[config.mk]
export PLATFORM = sky130hd
export DESIGN_NAME = uart_interface_flat
export DESIGN_NICKNAME = d
export VERILOG_FILES = /design/src/rtl/uart_interface_if.sv /design/src/rtl/uart_interface.sv /design/src/flat_wrapper.sv
export SDC_FILE = /design/constraint.sdc
export NUM_CORES = 1
export LEC_CHECK = 0
export CAP_MARGIN = 20
export CORE_UTILIZATION = 41
export CTS_CLUSTER_DIAMETER = 150
export DETAILED_ROUTE_END_ITERATION = 16
export PLACE_DENSITY = 0.86
export SETUP_SLACK_MARGIN = 0.4
export SYNTH_ARGS = -nofsm -noshare
export SYNTH_HDL_FRONTEND = slang
export SYNTH_SLANG_ARGS = --single-unit
[constraint.sdc]
create_clock -name clk -period 1.5 [get_ports clk]
set_input_delay 0.3 -clock clk [delete_from_list [all_inputs] [get_ports clk]]
set_output_delay 0.3 -clock clk [all_outputs]
set_load 0.02 [all_outputs]
[src/rtl/uart_interface_if.sv]
`default_nettype none
// ============================================================================
// Module      : uart_interface_if
// Description : Signal bundle between the UART byte ports, the BIP command
//               and response channels, and the uart_interface bridge.
//   Receiver side   : rx_done, rx_data
//   Transmitter side: tx_start, tx_data, tx_done
//   BIP command     : cmd_valid, cmd_ready, cmd_opcode, cmd_data
//   BIP response    : rsp_valid, rsp_ready, rsp_data
//   Status          : overrun (sticky), frame_err (pulse)
//   Modports        : slave  = bridge view, master = surrounding system view
// Revision    : 1.0 - initial release
// ============================================================================
interface uart_interface_if;
  logic        rx_done;
  logic [7:0]  rx_data;
  logic        tx_done;
  logic        tx_start;
  logic [7:0]  tx_data;
  logic        cmd_valid;
  logic        cmd_ready;
  logic [7:0]  cmd_opcode;
  logic [15:0] cmd_data;
  logic        rsp_valid;
  logic        rsp_ready;
  logic [15:0] rsp_data;
  logic        overrun;
  logic        frame_err;

  modport slave (
    input  rx_done, rx_data, tx_done, cmd_ready, rsp_valid, rsp_data,
    output tx_start, tx_data, cmd_valid, cmd_opcode, cmd_data, rsp_ready,
           overrun, frame_err
  );

  modport master (
    output rx_done, rx_data, tx_done, cmd_ready, rsp_valid, rsp_data,
    input  tx_start, tx_data, cmd_valid, cmd_opcode, cmd_data, rsp_ready,
           overrun, frame_err
  );
endinterface
`default_nettype wire

[src/rtl/uart_interface.sv]
`default_nettype none
// ============================================================================
// Module      : uart_interface
// Description : Byte-to-word bridge between the UART and the BIP core.
//               RX path assembles 3-byte frames {opcode, lo, hi} into one
//               command; TX path splits a 16-bit response into two bytes
//               (low first) using the transmitter start/done handshake.
// Ports       : clk   - system clock, rising edge
//               reset - asynchronous, active-low reset
//               bus   - uart_interface_if.slave (UART bytes, BIP cmd/rsp,
//                       overrun and frame_err status)
// Parameters  : TIMEOUT_CYCLES - inter-byte timeout in clk cycles (2..2^24-1)
// Config      : define UART_IF_TIMEOUT_EN to enable the inter-byte timeout;
//               otherwise frame_err is tied low and partial frames wait.
// Revision    : 1.0 - initial release
// ============================================================================
module uart_interface #(
  parameter int TIMEOUT_CYCLES = 1000000
) (
  input  wire logic       clk,
  input  wire logic       reset,
  uart_interface_if.slave bus
);

  // --------------------------------------------------------------------------
  // RX frame assembly
  // --------------------------------------------------------------------------
  typedef enum logic [1:0] {
    RX_OP   = 2'd0,
    RX_LO   = 2'd1,
    RX_HI   = 2'd2,
    RX_HOLD = 2'd3
  } rx_state_t;

  rx_state_t   r_rx_state, w_rx_next;
  logic [7:0]  r_opcode;
  logic [15:0] r_data;
  logic        r_overrun;
  logic        w_ld_op, w_ld_lo, w_ld_hi, w_set_ovr;
  logic        w_timeout;
  logic        w_frame_err;

  always_comb begin
    w_rx_next = r_rx_state;
    w_ld_op   = 1'b0;
    w_ld_lo   = 1'b0;
    w_ld_hi   = 1'b0;
    w_set_ovr = 1'b0;
    case (r_rx_state)
      RX_OP: begin
        if (bus.rx_done) begin
          w_ld_op   = 1'b1;
          w_rx_next = RX_LO;
        end
      end
      RX_LO: begin
        if (bus.rx_done) begin
          w_ld_lo   = 1'b1;
          w_rx_next = RX_HI;
        end else if (w_timeout) begin
          w_rx_next = RX_OP;
        end
      end
      RX_HI: begin
        if (bus.rx_done) begin
          w_ld_hi   = 1'b1;
          w_rx_next = RX_HOLD;
        end else if (w_timeout) begin
          w_rx_next = RX_OP;
        end
      end
      RX_HOLD: begin
        if (bus.cmd_ready) begin
          // A byte arriving on the handshake cycle starts the next frame.
          if (bus.rx_done) begin
            w_ld_op   = 1'b1;
            w_rx_next = RX_LO;
          end else begin
            w_rx_next = RX_OP;
          end
        end else if (bus.rx_done) begin
          w_set_ovr = 1'b1;
        end
      end
      default: w_rx_next = RX_OP;
    endcase
  end

  always_ff @(posedge clk or negedge reset) begin
    if (!reset) begin
      r_rx_state <= RX_OP;
      r_opcode   <= 8'h00;
      r_data     <= 16'h0000;
      r_overrun  <= 1'b0;
    end else begin
      r_rx_state <= w_rx_next;
      if (w_timeout) begin
        r_opcode <= 8'h00;
        r_data   <= 16'h0000;
      end else begin
        if (w_ld_op) r_opcode     <= bus.rx_data;
        if (w_ld_lo) r_data[7:0]  <= bus.rx_data;
        if (w_ld_hi) r_data[15:8] <= bus.rx_data;
      end
      if (w_set_ovr) r_overrun <= 1'b1;
    end
  end

`ifdef UART_IF_TIMEOUT_EN
  localparam logic [23:0] C_TO_LAST = 24'(TIMEOUT_CYCLES - 1);

  logic [23:0] r_to_cnt;
  logic        r_frame_err;
  logic        w_mid_frame;

  assign w_mid_frame = (r_rx_state == RX_LO) || (r_rx_state == RX_HI);
  // A byte on the expiry cycle takes priority over the timeout.
  assign w_timeout   = w_mid_frame && !bus.rx_done && (r_to_cnt == C_TO_LAST);

  always_ff @(posedge clk or negedge reset) begin
    if (!reset) begin
      r_to_cnt    <= 24'd0;
      r_frame_err <= 1'b0;
    end else begin
      if (bus.rx_done || !w_mid_frame) r_to_cnt <= 24'd0;
      else                             r_to_cnt <= r_to_cnt + 24'd1;
      r_frame_err <= w_timeout;
    end
  end

  assign w_frame_err = r_frame_err;
`else
  assign w_timeout   = 1'b0;
  assign w_frame_err = 1'b0;
`endif

  assign bus.cmd_valid  = (r_rx_state == RX_HOLD);
  assign bus.cmd_opcode = r_opcode;
  assign bus.cmd_data   = r_data;
  assign bus.overrun    = r_overrun;
  assign bus.frame_err  = w_frame_err;

  // --------------------------------------------------------------------------
  // TX response serializer
  // --------------------------------------------------------------------------
  typedef enum logic [2:0] {
    TX_IDLE    = 3'd0,
    TX_LO      = 3'd1,
    TX_WAIT_LO = 3'd2,
    TX_HI      = 3'd3,
    TX_WAIT_HI = 3'd4
  } tx_state_t;

  tx_state_t   r_tx_state, w_tx_next;
  logic [15:0] r_word;
  logic        r_rsp_en;
  logic        w_accept;
  logic        w_hi_phase;

  // Keeps rsp_ready low until the first clock edge after reset release.
  always_ff @(posedge clk or negedge reset) begin
    if (!reset) r_rsp_en <= 1'b0;
    else        r_rsp_en <= 1'b1;
  end

  always_comb begin
    w_tx_next = r_tx_state;
    w_accept  = 1'b0;
    case (r_tx_state)
      TX_IDLE: begin
        if (bus.rsp_valid && r_rsp_en) begin
          w_accept  = 1'b1;
          w_tx_next = TX_LO;
        end
      end
      TX_LO:      w_tx_next = TX_WAIT_LO;
      TX_WAIT_LO: if (bus.tx_done) w_tx_next = TX_HI;
      TX_HI:      w_tx_next = TX_WAIT_HI;
      TX_WAIT_HI: if (bus.tx_done) w_tx_next = TX_IDLE;
      default:    w_tx_next = TX_IDLE;
    endcase
  end

  always_ff @(posedge clk or negedge reset) begin
    if (!reset) begin
      r_tx_state <= TX_IDLE;
      r_word     <= 16'h0000;
    end else begin
      r_tx_state <= w_tx_next;
      if (w_accept) r_word <= bus.rsp_data;
    end
  end

  assign w_hi_phase    = (r_tx_state == TX_HI) || (r_tx_state == TX_WAIT_HI);
  assign bus.rsp_ready = (r_tx_state == TX_IDLE) && r_rsp_en;
  assign bus.tx_start  = (r_tx_state == TX_LO) || (r_tx_state == TX_HI);
  assign bus.tx_data   = w_hi_phase ? r_word[15:8] : r_word[7:0];

endmodule
`default_nettype wire

[src/flat_wrapper.sv]
// flat-port wrapper written by rule: the top's interface ports become plain ports
module uart_interface_flat 
#(
  parameter int TIMEOUT_CYCLES = 1000000
)
  (clk, reset, bus_rx_done, bus_rx_data, bus_tx_done, bus_cmd_ready, bus_rsp_valid, bus_rsp_data, bus_tx_start, bus_tx_data, bus_cmd_valid, bus_cmd_opcode, bus_cmd_data, bus_rsp_ready, bus_overrun, bus_frame_err);
  uart_interface_if bus_i ();
  input  wire logic clk;
  input  wire logic reset;
  input wire logic [$bits(bus_i.rx_done)-1:0] bus_rx_done;
  input wire logic [$bits(bus_i.rx_data)-1:0] bus_rx_data;
  input wire logic [$bits(bus_i.tx_done)-1:0] bus_tx_done;
  input wire logic [$bits(bus_i.cmd_ready)-1:0] bus_cmd_ready;
  input wire logic [$bits(bus_i.rsp_valid)-1:0] bus_rsp_valid;
  input wire logic [$bits(bus_i.rsp_data)-1:0] bus_rsp_data;
  output wire logic [$bits(bus_i.tx_start)-1:0] bus_tx_start;
  output wire logic [$bits(bus_i.tx_data)-1:0] bus_tx_data;
  output wire logic [$bits(bus_i.cmd_valid)-1:0] bus_cmd_valid;
  output wire logic [$bits(bus_i.cmd_opcode)-1:0] bus_cmd_opcode;
  output wire logic [$bits(bus_i.cmd_data)-1:0] bus_cmd_data;
  output wire logic [$bits(bus_i.rsp_ready)-1:0] bus_rsp_ready;
  output wire logic [$bits(bus_i.overrun)-1:0] bus_overrun;
  output wire logic [$bits(bus_i.frame_err)-1:0] bus_frame_err;
  assign bus_i.rx_done = bus_rx_done;
  assign bus_i.rx_data = bus_rx_data;
  assign bus_i.tx_done = bus_tx_done;
  assign bus_i.cmd_ready = bus_cmd_ready;
  assign bus_i.rsp_valid = bus_rsp_valid;
  assign bus_i.rsp_data = bus_rsp_data;
  assign bus_tx_start = bus_i.tx_start;
  assign bus_tx_data = bus_i.tx_data;
  assign bus_cmd_valid = bus_i.cmd_valid;
  assign bus_cmd_opcode = bus_i.cmd_opcode;
  assign bus_cmd_data = bus_i.cmd_data;
  assign bus_rsp_ready = bus_i.rsp_ready;
  assign bus_overrun = bus_i.overrun;
  assign bus_frame_err = bus_i.frame_err;
  uart_interface #(.TIMEOUT_CYCLES(TIMEOUT_CYCLES)) u_core (.clk(clk), .reset(reset), .bus(bus_i));
endmodule
==> impl_metrics.yaml <==
status:
  run_status: "complete, but fails checks"
  failing_checks: "negative setup slack"
layout:
  finalNetCount: 285
  drive_above_1_share: 0.6454
  syn_to_final_growth_pct: 77.87
  layout.filler_cells: 300
  fin_area_um2: 3630
  insertedDiodeCount: 0
  final_cells: 318
placed_design:
  dpl_worst_slack_ps: -532.3
  numPortBuffers: 65
  half_perimeter_wire_length_of_the_detailed_placement_result_um: 3262
  dp.cells: 281
  dpl-instance-area_um2: 3126
  final_weighted_congestion_in_routability_driven_placement: 0.7823
route:
  route.vias.total: 1531
  drt-wirelength-per-cell_um: 17.14
  final_routed_wirelength_across_all_metal_layers_um: 5449
  final_antenna_net_count: 0
  drtIter0Drc: 30
  route.detailed.vias_per_inst: 4.814
  drc_errors: 0
  drt-pass1-iter-count: 4
global_routing:
  global_route.overflow_total: 0
  grt_pass1_vias: 1692
  grt_start_max_net_pins: 48
  groute.usage.overall: 0.2126
  antenna_found_initial: 0
  grt_first_pass_wirelength_um: 8224
timing:
  rsz0062_at_grt: "true"
  setup_ws_ps: -421.1
  worst_hold_slack_ps: 506.4
  hold_viol: 0
  achievable-frequency_ghz: 0.5205
  period_share: 1.281
  clock-skew-final_ps: 3.785
  count_of_pins_over_their_slew_limit: 0
  setup_viol: 52
  finalWorstPathRequiredPeriod_ps: 1921
clocking:
  tritoncts: "yes"
  cts.htree.levels: 2
  clock_tree.buffer_depth: 2
  worst_skew_pair.late_latency_ps: 300
  clkSlewWorstSetupHoldPaths_ps: 90
  tritoncts_num_sinks: 47
  numCtsBuffers: 5
  cts-root-buf: "clkbuf_8"
floorplanning:
  floorplan.die.height_um: 72.55
  ios: 67
  core_area_um2: 4755
  num_rows: 25
  dieArea_um2: 5264
  initial_core_util: 0.4292
  die-width_um: 72.55
synthesis:
  synth_seq_cells: 47
  register_area_share_after_synthesis: 0.5763
  syn_area_per_cell_um2: 15.34
  post_syn_instances: 133
  asyncSetResetFlopFracSynth: 1.000
  ys.warnings.count: 0
  synth.net_count: 168
  count_of_cell_types_in_the_netlist: 26
  synth_top_flop_cell: "dfrtp_1"
  post_synthesis_cell_area_um2: 2041
  synth-edff-count: 0
setup_path:
  type_of_destination_of_the_critical_path: "output pin"
  cp_data_arrival_time_ps: 1620
  worst_setup_sp_type: "register"
  worstPathMaxFanout: 8
  setup.worst_path.class: "reg2out"
  cp.required_ps: 1200
power_and_ir_drop:
  net-switching-power_mw: 3.156
  power.switching_fraction: 0.3494
  max-vdd-ir-drop_uv: 1370
  sequentialPowerShare: 0.269
  combPwrFrac: 0.624
  power.internal_mw: 5.878
  power.clock.fraction: 0.108
  cellPowerDensity_nw_per_um2: 2489
  power.static_leakage_nw: 1.747
job:
  cap_violations: 0
hold_path:
  worst_hold_path_type: "in2async"
## cell usage after synthesis, types with 2 or more instances
cell type,n,share of area
conb_1,2,0.0037
ha_1,5,0.031
dfrtp_1,47,0.58
inv_1,2,0.0037
o21ai_0,2,0.0049
nand2_1,6,0.011
nor2_1,2,0.0037
mux2_4,10,0.074
nand3b_1,2,0.0074
mux2_2,39,0.22
## metal layers
| layer | vias to the layer above | GRT usage | share of wire |
|---|---|---|---|
| li1 | 698 | - | - |
| met1 | 767 | 0.2412 | 0.42 |
| met2 | 57 | 0.3925 | 0.52 |
| met3 | 9 | 0.05139 | 0.053 |
| met4 | 0 | 0.06536 | 0.014 |
| met5 | - | 0 | 0 |
## power groups by stage
stage / combinational [mW] / sequential [mW] / clock (mW)
2_1_floorplan: 2.23 / 2.70 / 0
3_3_place_gp: 4.33 / 2.33 / 0
3_5_place_dp: 4.46 / 2.33 / 0
4_1_cts: 5.30 / 2.40 / 0.988
5_1_grt: 5.91 / 2.49 / 1.05
6_report: 5.64 / 2.43 / 0.972
## worst max-delay path: stages (launching register included)
cell,delay (ps)
dfrtp_1,400
nor2_1,80
a22oi_2,190
buf_6,190
mux2_4,320
buf_6,130
## layout make-up
cell class              instances  area, µm²  share of cell area
inverters                       2      12.51            0.003447
well taps                      67      83.83             0.02310
clock inverters                 3      47.55             0.01310
flip-flops and latches         47       1180              0.3251
clock buffers                   5      68.82             0.01896
repair buffers                113       1152              0.3175
multi-input cells              81       1085              0.2989
## path summary, 6_finish.rpt
check                                            end  cells after the start  slack [ps]                  from
max in group asynchronous       u_core.r_rx_state[1]                      3         770                 reset
worst min-delay path               u_core.r_word[15]                      3         510                 reset
min in group clk                  u_core.bus.overrun                      1         520    u_core.bus.overrun
worst max register to register      u_core.r_word[9]                      7        -260  u_core.r_tx_state[0]
worst max-delay path                  bus_tx_data[1]                      5        -420  u_core.r_tx_state[1]
worst min register to register    u_core.bus.overrun                      1         520    u_core.bus.overrun
## registers in the layout, summed over array words and instances, names as in the netlist
signal,flops
u_core.bus.cmd_data,16
u_core.bus.cmd_opcode,8
u_core.bus.overrun,1
u_core.r_rsp_en,1
u_core.r_rx_state,2
u_core.r_tx_state,3
u_core.r_word,16
## cells by family after synthesis
kind of cell               after synthesis  share of synthesized area
AOI/OAI and AO/OA                        8                    0.02943
and+or+nand+nor                         16                    0.05150
buffers and inverters                    5                    0.01533
adders and majority gates                5                    0.03066
xor gates and xnor gates                 1                   0.004293
muxes                                   49                     0.2888
DFF                                     47                     0.5763
other                                    2                   0.003680
## timing repair
| item | 4_1_cts | 5_1_grt |
|---|---|---|
| cloned | 1 | 0 |
| buffers inserted | 17 | 10 |
| pin swaps | 5 | 4 |
| hold buffers | 1 | 0 |
| gates resized for setup | 237 | 5 |
| setup endpoints to repair | 79 | 80 |
| endpoints found under the hold margin | 47 | 0 |
## metrics by stage
| stage | TNS, ps | utilization | power (mW) |
|---|---|---|---|
| finish | -8968 | 0.7634 | 9.035 |
| global route | -11430 | 0.7634 | 9.443 |
| CTS | -7577 | 0.7432 | 8.685 |
| detailed placement | -9546 | 0.6574 | 6.794 |
| global placement | -8337 | 0.6574 | 6.662 |
| floorplan | -4475 | - | 4.927 |
## cells in the final DEF (no fill, tap or decap), drive strengths merged, types with 2 or more instances in the layout
cell,count
inv,3
nand2,7
buf,84
nor2,2
o21ai,2
dfrtp,47
mux2,49
nand3b,2
ha,5
conb,2
clkbuf,5
clkdlybuf4s50,28
(Power assumes the default switching activity.)
